===== config.mk =====
export PLATFORM = sky130hd
export DESIGN_NAME = rr_lock_arbiter
export DESIGN_NICKNAME = d
export VERILOG_FILES = /design/src/rtl/rr_lock_arbiter_pkg.sv /design/src/rtl/rr_pick.sv /design/src/rtl/rr_lock_arbiter.sv
export SDC_FILE = /design/constraint.sdc
export NUM_CORES = 1
export LEC_CHECK = 0
export ABC_AREA = 1
export CAP_MARGIN = 5
export CORE_AREA = 2 2 130 132
export CTS_BUF_LIST = sky130_fd_sc_hd__clkbuf_4
export DETAILED_ROUTE_END_ITERATION = 6
export DIE_AREA = 0 0 132 134
export PLACE_DENSITY = 0.71
export SYNTH_ARGS = -nofsm -noshare
export SYNTH_HDL_FRONTEND = slang
export SYNTH_HIERARCHICAL = 1
export SYNTH_SLANG_ARGS = --single-unit

===== constraint.sdc =====
create_clock -name clock -period 4.1 [get_ports clock]
set_input_delay 0.615 -clock clock [delete_from_list [all_inputs] [get_ports clock]]
set_output_delay 0.615 -clock clock [all_outputs]
set_load 0.05 [all_outputs]

===== src/rtl/rr_lock_arbiter_pkg.sv =====
// rr_lock_arbiter_pkg: shared state type and index helpers for the round-robin lock arbiter
package rr_lock_arbiter_pkg;
  localparam int MAX_N = 64;
  localparam int SCAN_W = 2 * MAX_N;
  typedef enum logic {IDLE, LOCKED} arb_state_e;
  function automatic int idx_w(input int n);
    return n > 1 ? $clog2(n) : 1;
  endfunction
  // Lowest set bit of a rotated double-width request vector, folded back into 0..n-1.
  function automatic int rr_index(input logic [SCAN_W-1:0] masked, input int n);
    int k;
    k = 0;
    for (int i = SCAN_W - 1; i >= 0; i--) if (masked[i]) k = i;
    return k >= n ? k - n : k;
  endfunction
endpackage


===== src/rtl/rr_pick.sv =====
// rr_pick: combinational round-robin pick of the first request at or after ptr
module rr_pick import rr_lock_arbiter_pkg::*; #(
  parameter int N_IN = 4,
  localparam int IDX_W = idx_w(N_IN)
) (
  input  logic [N_IN-1:0]  req,
  input  logic [IDX_W-1:0] ptr,
  output logic [N_IN-1:0]  gnt,
  output logic [IDX_W-1:0] idx
);
  logic [2*N_IN-1:0] masked;
  always_comb begin
    masked = {req, req} & ({(2*N_IN){1'b1}} << ptr);
    idx = IDX_W'(rr_index(SCAN_W'(masked), N_IN));
    gnt = |req ? N_IN'(1) << idx : '0;
  end
endmodule


===== src/rtl/rr_lock_arbiter.sv =====
// rr_lock_arbiter: N-input round-robin arbiter with burst locking and a registered output stage
module rr_lock_arbiter import rr_lock_arbiter_pkg::*; #(
  parameter int N_IN = 4,
  parameter int DATA_W = 64,
  localparam int IDX_W = idx_w(N_IN)
) (
  input  logic                     clock,
  input  logic                     reset,
  input  logic [N_IN-1:0]          io_in_valid,
  output logic [N_IN-1:0]          io_in_ready,
  input  logic [N_IN*DATA_W-1:0]   io_in_bits_data,
  input  logic [N_IN-1:0]          io_in_bits_last,
  output logic                     io_out_valid,
  input  logic                     io_out_ready,
  output logic [DATA_W-1:0]        io_out_bits_data,
  output logic                     io_out_bits_last,
  output logic [IDX_W-1:0]         io_chosen
);
  arb_state_e state, state_nxt;
  logic [IDX_W-1:0] ptr, ptr_nxt, lock_idx, lock_nxt, gidx, sel;
  logic [N_IN-1:0] gnt;
  logic acc, fire, sel_last;
  logic [DATA_W-1:0] sel_data;
  rr_pick #(.N_IN(N_IN)) u_pick (
    .req(io_in_valid),
    .ptr(ptr),
    .gnt(gnt),
    .idx(gidx)
  );
  // Readiness never looks at payload or last, only at valids, out_ready and the lock.
  always_comb begin
    acc = !io_out_valid || io_out_ready;
    sel = state == LOCKED ? lock_idx : gidx;
    io_in_ready = (!reset || !acc) ? '0 : state == LOCKED ? N_IN'(1) << lock_idx : gnt;
    fire = |(io_in_valid & io_in_ready);
    sel_data = '0;
    sel_last = 1'b0;
    for (int i = 0; i < N_IN; i++)
      if (sel == IDX_W'(i)) begin
        sel_data = io_in_bits_data[i*DATA_W +: DATA_W];
        sel_last = io_in_bits_last[i];
      end
    state_nxt = state;
    ptr_nxt = ptr;
    lock_nxt = lock_idx;
    if (fire) begin
      state_nxt = sel_last ? IDLE : LOCKED;
      ptr_nxt = !sel_last ? ptr : sel == IDX_W'(N_IN - 1) ? '0 : sel + 1'b1;
      lock_nxt = sel_last ? lock_idx : sel;
    end
  end
  always_ff @(posedge clock or negedge reset) begin
    if (!reset) begin
      state <= IDLE;
      ptr <= '0;
      lock_idx <= '0;
      io_out_valid <= 1'b0;
      io_out_bits_data <= '0;
      io_out_bits_last <= 1'b0;
      io_chosen <= '0;
    end else begin
      state <= state_nxt;
      ptr <= ptr_nxt;
      lock_idx <= lock_nxt;
      if (fire) begin
        io_out_valid <= 1'b1;
        io_out_bits_data <= sel_data;
        io_out_bits_last <= sel_last;
        io_chosen <= sel;
      end else if (io_out_ready) io_out_valid <= 1'b0;
    end
  end
endmodule


-- Word-level counts from Yosys, hierarchy flattened
Index checks and enable logic that the tools add are counted.
- register bits: 73
- bits in latches: 0
- memory bits (writable): 0
- ROM bits: 0
- input port bits: 267
- memories kept: 0
- add/subtract/negate cells: 2
- multipliers: 0
- div/mod/pow operators: 0
- $lt $le $gt $ge: 1
- equal/unequal tests: 3
- shift-type cells: 3
- muxes and demuxes: 25
- bitwise operators: 3
- reduce and logical (&&, ||, !) cells: 11
- operator list (operator ; count):
    64-bit 2-to-1 mux ; 4
    3-bit 2-to-1 mux ; 8
    4-bit 2-to-1 mux ; 3
    8-bit AND ; 1
    4-bit OR reduction ; 2
    1-bit by 2-bit left shift with 4-bit output (first input constant) ; 2
    8-bit by 2-bit left shift with 8-bit output (first input constant) ; 1
    1-bit 2-to-1 mux ; 7
    2-bit 2-to-1 mux ; 3
    4-bit AND ; 1
    2-bit equality test (second input constant) ; 2
    2-bit AND reduction ; 2
    3-bit >= comparator (second input constant) ; 1
    1-bit logical NOT ; 3
    2-bit by 1-bit adder with 2-bit output (second input constant) ; 1
    2-bit by 1-bit equality test with 1-bit output (second input constant) ; 1
    2-bit logical NOT ; 1
    1-bit logical OR ; 2
    2-bit nonzero test ; 1
    2-bit by 1-bit subtractor with 2-bit output (second input constant) ; 1
    1-bit inverter ; 1

-- Longest topological paths before layout
- word-level depth: 20
- mapped depth: 21
- depth with buffers taken out: 21

-- Hierarchy
The synthesis kept the hierarchy.
- by module, submodules not included (module ; instances ; cells each ; area each (um^2) ; seq. area each (um^2)):
    rr_lock_arbiter ; 1 ; 786 ; 4874.7 ; 1826.8
    rr_pick ; 1 ; 28 ; 116.4 ; 0.0

-- Worst setup path after synthesis
OpenSTA, ideal clock, no wires.
- kind: input port to output port
- start point: in io_in_valid[0]
- end point: out io_in_ready[0]
- arrival: 1.873 ns
- required time: 3.485 ns
- path slack: 1.612 ns
- cell stages on the path: 10
- cells stage by stage: inv_1 -> nand2_1 -> nand2_1 -> nand2_1 -> nand2_1 -> nand2_2 -> nand2_1 -> nor2_2 -> nand2_1 -> a21oi_1
- cells in the longest elaborated chain, start to end: 12
- elaborated cells on any way between the ends: 14
- those cells by class: add/sub (1); order compare (1); shift (1); mux (9); bitwise (1); reduce/logical (1)
- RTL lines (item ; line ; RTL):
    start: declaration ; rr_lock_arbiter.sv:9 ; input logic [N_IN-1:0] io_in_valid,
    8-bit AND ; rr_pick.sv:13 ; masked = {req, req} & ({(2*N_IN){1'b1}} << ptr);
    3-bit 2-to-1 mux (5 in series) ; rr_lock_arbiter_pkg.sv:13 ; for (int i = SCAN_W - 1; i >= 0; i--) if (masked[i]) k = i;
    3-bit >= comparator or 2-bit by 1-bit subtractor with 2-bit output (tied branches) ; rr_lock_arbiter_pkg.sv:14 ; return k >= n ? k - n : k;
    2-bit 2-to-1 mux ; rr_lock_arbiter_pkg.sv:14 ;
    1-bit by 2-bit left shift with 4-bit output ; rr_pick.sv:15 ; gnt = |req ? N_IN'(1) << idx : '0;
    4-bit 2-to-1 mux * ; rr_pick.sv:15 ;
    named net gnt[0] ; rr_lock_arbiter.sv:21 ; logic [N_IN-1:0] gnt;
    4-bit 2-to-1 mux * (2 in series) ; rr_lock_arbiter.sv:34 ; io_in_ready = (!reset || !acc) ? '0 : state == LOCKED ? N_IN'(1) << lock_idx : gnt;
    end: declaration ; rr_lock_arbiter.sv:10 ; output logic [N_IN-1:0] io_in_ready,
The timed path passes the listed nets; every way through them passes the cells marked *.

-- Worst setup path after layout
- start point: in reset
- end point: out io_in_ready[2]
- cells in the longest elaborated chain, start to end: 3
- RTL lines (item ; line ; RTL):
    start: declaration ; rr_lock_arbiter.sv:8 ; input logic reset,
    1-bit logical NOT (no line) ; - ;
    1-bit logical OR ; rr_lock_arbiter.sv:34 ;
    4-bit 2-to-1 mux ; rr_lock_arbiter.sv:34 ;
Every way passes these cells.

==> run summary <==
Final hold analysis gives a worst-case slack of 0.487 ns. The number of antenna violations at the first check in global routing is 0, and the global-route usage over all layers is 0.228. The worst register-to-register path begins at ptr[0]$_DFFE_PN0P_. The estimated wirelength of the detail-placed design is 15.1 mm. The die covers 0.0177 mm2.

The H-tree was split into 3 levels. For this design the static power due to leakage is 0.00393 uW. In this run, CTS created clock tree buffers numbering 9. For the pin with the worst max-slew slack, the measured transition is 0.925 ns. Sequential share of power: 0.186. Count of final max-slew check failures: 0. In the post-synthesis netlist, the biggest area contributors are sky130_fd_sc_hd__dfrtp_1, sky130_fd_sc_hd__nand2_1, sky130_fd_sc_hd__o21ai_0.

The TritonCTS sink count is 73. From synthesis to final layout, the design area changed by 74.3%. The vias after detailed routing was 6338. The critical path goes through dlygate4sd3_1, buf_4, inv_1, a21oi_1, inv_1, a21oi_1, clkdlybuf4s50_1.

Cell internal power was estimated by the tool at 2980 uW. For the gate count after technology mapping, the log shows 814. For this run, the top clock speed supported by timing is 0.295 GHz. Fill cells in the final layout number 1659. The min-delay analysis places its worst path in the category register to register. The clock power share was 0.079; the net count reported at finish was 1388. The final worst-path cycle share was 0.827. Post-CTS repair changed the size of 0 cells. In the routed layout, each cell is associated on average with a via count of 4.72. From bottom edge to top edge, the die measures 134 um.

For this design the top-level I/O count stands at 339. Adding up every negative setup slack in the final design gives 0 ns. The tools report the category of the worst setup path launch point as an input pin.

Summed over all nets, the switching power comes to 3690 uW. Summing every instance area after synthesis gives 0.00499 mm2. The number of nets handed over by synthesis was 1085. The worst setup path is captured at an output port. The run gives 6012 as the number of global-route vias before repair. Dividing the synthesized area by the synthesized cell count gives 6.13 um2.

Across the routed clock network, the largest skew measured is 0.0134 ns. The detailed router put a total of 8.40 mm of wire on met1. The clock input transition at the sequential cells of the worst setup and hold paths works out to 0.11 ns. Synthesis inferred 73 register bits.

The later pin in the worst-skew pair is clocked with a latency of 0.43 ns. Number of buffers and inverters on the critical path: 5. Grouping stages by cell kind, the critical path spends the most delay in buffers and inverters. For this run, design rule violations remaining after detail routing come to 0. The run gives 1.81 mm as the wire length on met3. The worst-case IR drop observed on VDD is 0.426 mV.

Setup repair after global routing left no endpoint under its margin. Data arrives at the worst endpoint at 2.77 ns. The first element of the critical path was reset. The critical-path maximum fanout was 5. The share of layout cells above drive strength 1 works out to 0.0365.

The root buffer selected by CTS was sky130_fd_sc_hd__clkbuf_4. The run gives 10.2 mm as the sum of met2 wire segment lengths after detailed routing. Max-cap violation count: 0.

The biggest area contributor in the post-synthesis netlist is sky130_fd_sc_hd__dfrtp_1. The repair_antennas step left the layout with diodes totalling 0. In the layout the commonest cells are sky130_fd_sc_hd__nand2_1, sky130_fd_sc_hd__clkdlybuf4s50_1, sky130_fd_sc_hd__o21ai_0. The top routing layer in use was met4. The run gives 0.736 as the combinational cell fraction of total power. The run gives 0.383 as the worst max-slew margin expressed relative to the limit.

The flow ran to the end, and the final reports show no timing, DRC or antenna violations. Summed over all layers, the global routing overflow is 0. The setup path with the least slack is of type input pin to output port.

The tools report the sum of routed wire length over all layers as 20.7 mm. The area share of the largest cell type after synthesis works out to 0.366. TritonCTS built the clock tree. Unique cell type count in the Yosys netlist: 20. The number of optimization iterations in the first detailed-route pass is 5. The logs give 0 for the number of endpoints failing setup at the final stage and 236 for the violation count after the first detailed-routing iteration. The switching part of the total power is 0.553, and the power density over the cells is 767 mW/mm2. The row count was 47; the minimum clock period was 3.39 ns. For this run, the slowest stage of the critical path takes 0.82 ns. The run gives 95 as the pin count of the biggest net entering global routing. The tools report the portion of the post-synthesis area used by sequential elements as 0.366. Dividing the detail-routed wire length by the instance count gives 15.5 um.

The largest buffer count on any clock path is 2, and the count of nets left with antenna violations after detail routing is 0. The number of hold-slack violations in the final timing report came out at 0. Data on the critical path is required at its endpoint by 3.48 ns. Worst-path cell with the longest stage delay: sky130_fd_sc_hd__clkdlybuf4s50_1. After clock tree synthesis, the setup repair step added 0 buffers.

The die is 132 um wide. The run gives 0.839 as the weighted congestion at the end of routability-driven global placement. The Yosys step of the flow raised 6 warnings.

For the area of the core, the log shows 0.0163 mm2. The first global-routing pass estimated 32.0 mm of wire. The tools report the initial core utilization as 0.306. In this run the most critical hold path is launched from io_out_bits_data[10]$_DFFE_PN0P_. The count of buffers added on input and output ports is 338. Most common library cell in the layout ignoring fill and taps: sky130_fd_sc_hd__nand2_1.
Yosys cell counts:
cell	number
sky130_fd_sc_hd__nand2_4	1
sky130_fd_sc_hd__nor2_4	1
sky130_fd_sc_hd__nand3_2	1
sky130_fd_sc_hd__nor2_2	1
sky130_fd_sc_hd__inv_1	14
sky130_fd_sc_hd__nor2_1	12
sky130_fd_sc_hd__o21ai_0	118
sky130_fd_sc_hd__a21oi_1	70
sky130_fd_sc_hd__inv_2	6
sky130_fd_sc_hd__o21ai_1	15
sky130_fd_sc_hd__buf_1	8
sky130_fd_sc_hd__clkbuf_1	22
sky130_fd_sc_hd__buf_6	2
sky130_fd_sc_hd__ha_1	4
sky130_fd_sc_hd__buf_2	23
sky130_fd_sc_hd__nand2_2	3
sky130_fd_sc_hd__nand2_1	427
sky130_fd_sc_hd__buf_4	1
sky130_fd_sc_hd__dfrtp_1	73
sky130_fd_sc_hd__nand3_1	12
power by group through the flow:
stage / Sequential (uW) / Combinational, uW / Clock [uW]
2_1_floorplan: 2230 / 2310 / 0
6_report: 1240 / 4910 / 525
3_3_place_gp: 1240 / 4900 / 0
5_1_grt: 1270 / 5390 / 570
4_1_cts: 1240 / 4960 / 541
3_5_place_dp: 1250 / 4950 / 0
final cells by class:
| class | count | area [um2] | area share |
|---|---|---|---|
| tap | 220 | 275 | 0.0316 |
| inverter | 20 | 75.1 | 0.00863 |
| clock inverter | 4 | 67.6 | 0.00777 |
| clock buffer | 12 | 90.1 | 0.0104 |
| sequential | 73 | 1830 | 0.210 |
| multi-input combinational | 665 | 2860 | 0.328 |
| timing repair buffer | 348 | 3510 | 0.403 |
per-layer routing:
layer / GRT usage / vias to the layer above
li1: - / 3207
met2: 0.411 / 257
met4: 0.0519 / 0
met3: 0.0737 / 21
met5: 0 / -
met1: 0.264 / 2853
cell families after synthesis:
| group | after synthesis | share of synthesized area |
|---|---|---|
| and+or+nand+nor | 458 | 0.354 |
| AOI/OAI and AO/OA | 203 | 0.204 |
| buffers and inverters | 76 | 0.0667 |
| DFF | 73 | 0.366 |
| adders and majority gates | 4 | 0.0100 |
flip-flops by register name, summed over array words and instances, names as in the netlist:
signal / count
state: 1
io_out_valid: 1
ptr: 2
io_chosen: 2
io_out_bits_data: 64
io_out_bits_last: 1
lock_idx: 2
worst reg2reg max path, cell delays in order (launching register included):
cell,delay (ns)
sky130_fd_sc_hd__dfrtp_1,0.42
sky130_fd_sc_hd__nand2_1,0.09
sky130_fd_sc_hd__nor2_1,0.05
sky130_fd_sc_hd__nand2_1,0.07
sky130_fd_sc_hd__nand3_2,0.09
sky130_fd_sc_hd__inv_2,0.09
sky130_fd_sc_hd__nand2_1,0.06
sky130_fd_sc_hd__nand2_1,0.17
sky130_fd_sc_hd__inv_1,0.12
sky130_fd_sc_hd__ha_2,0.22
sky130_fd_sc_hd__nor2_4,0.13
sky130_fd_sc_hd__buf_4,0.33
sky130_fd_sc_hd__nand2_1,0.10
sky130_fd_sc_hd__nand2_1,0.07
sky130_fd_sc_hd__nand2_1,0.07
sky130_fd_sc_hd__nand2_1,0.10
sky130_fd_sc_hd__inv_1,0.07
sky130_fd_sc_hd__o21ai_0,0.14
sky130_fd_sc_hd__o21ai_0,0.15
stage by stage:
stage	std cells	cell area (um2)	total power [uW]	utilization	setup slack (ns)
final	1342	8700	6670	0.534	0.711
after global routing	1342	8700	7230	0.534	0.569
after CTS	1342	8700	6740	0.534	0.716
after detailed placement	1325	8530	6200	0.524	0.661
after global placement	1325	8530	6140	0.524	0.791
after floorplan	814	4990	4540	-	1.61
path summary, 6_finish.rpt:
kind / depth (start not counted) / slack, ns / endpoint
max in group asynchronous: 3 / 2.49 / io_out_bits_data[50]$_DFFE_PN0P_
worst max register to register: 18 / 1.41 / state$_DFFE_PN0P_
worst max-delay path: 7 / 0.71 / io_in_ready[2]
worst min-delay path: 2 / 0.49 / io_out_bits_data[10]$_DFFE_PN0P_
worst min register to register: 2 / 0.49 / io_out_bits_data[10]$_DFFE_PN0P_
min in group asynchronous: 2 / 0.51 / io_out_bits_data[14]$_DFFE_PN0P_
timing repair:
item	in CTS	in global routing
hold buffers	1	0
endpoints found under the hold margin	2	0
endpoints found under the setup margin	0	0
No activity file was read; power rests on OpenSTA's default activity.
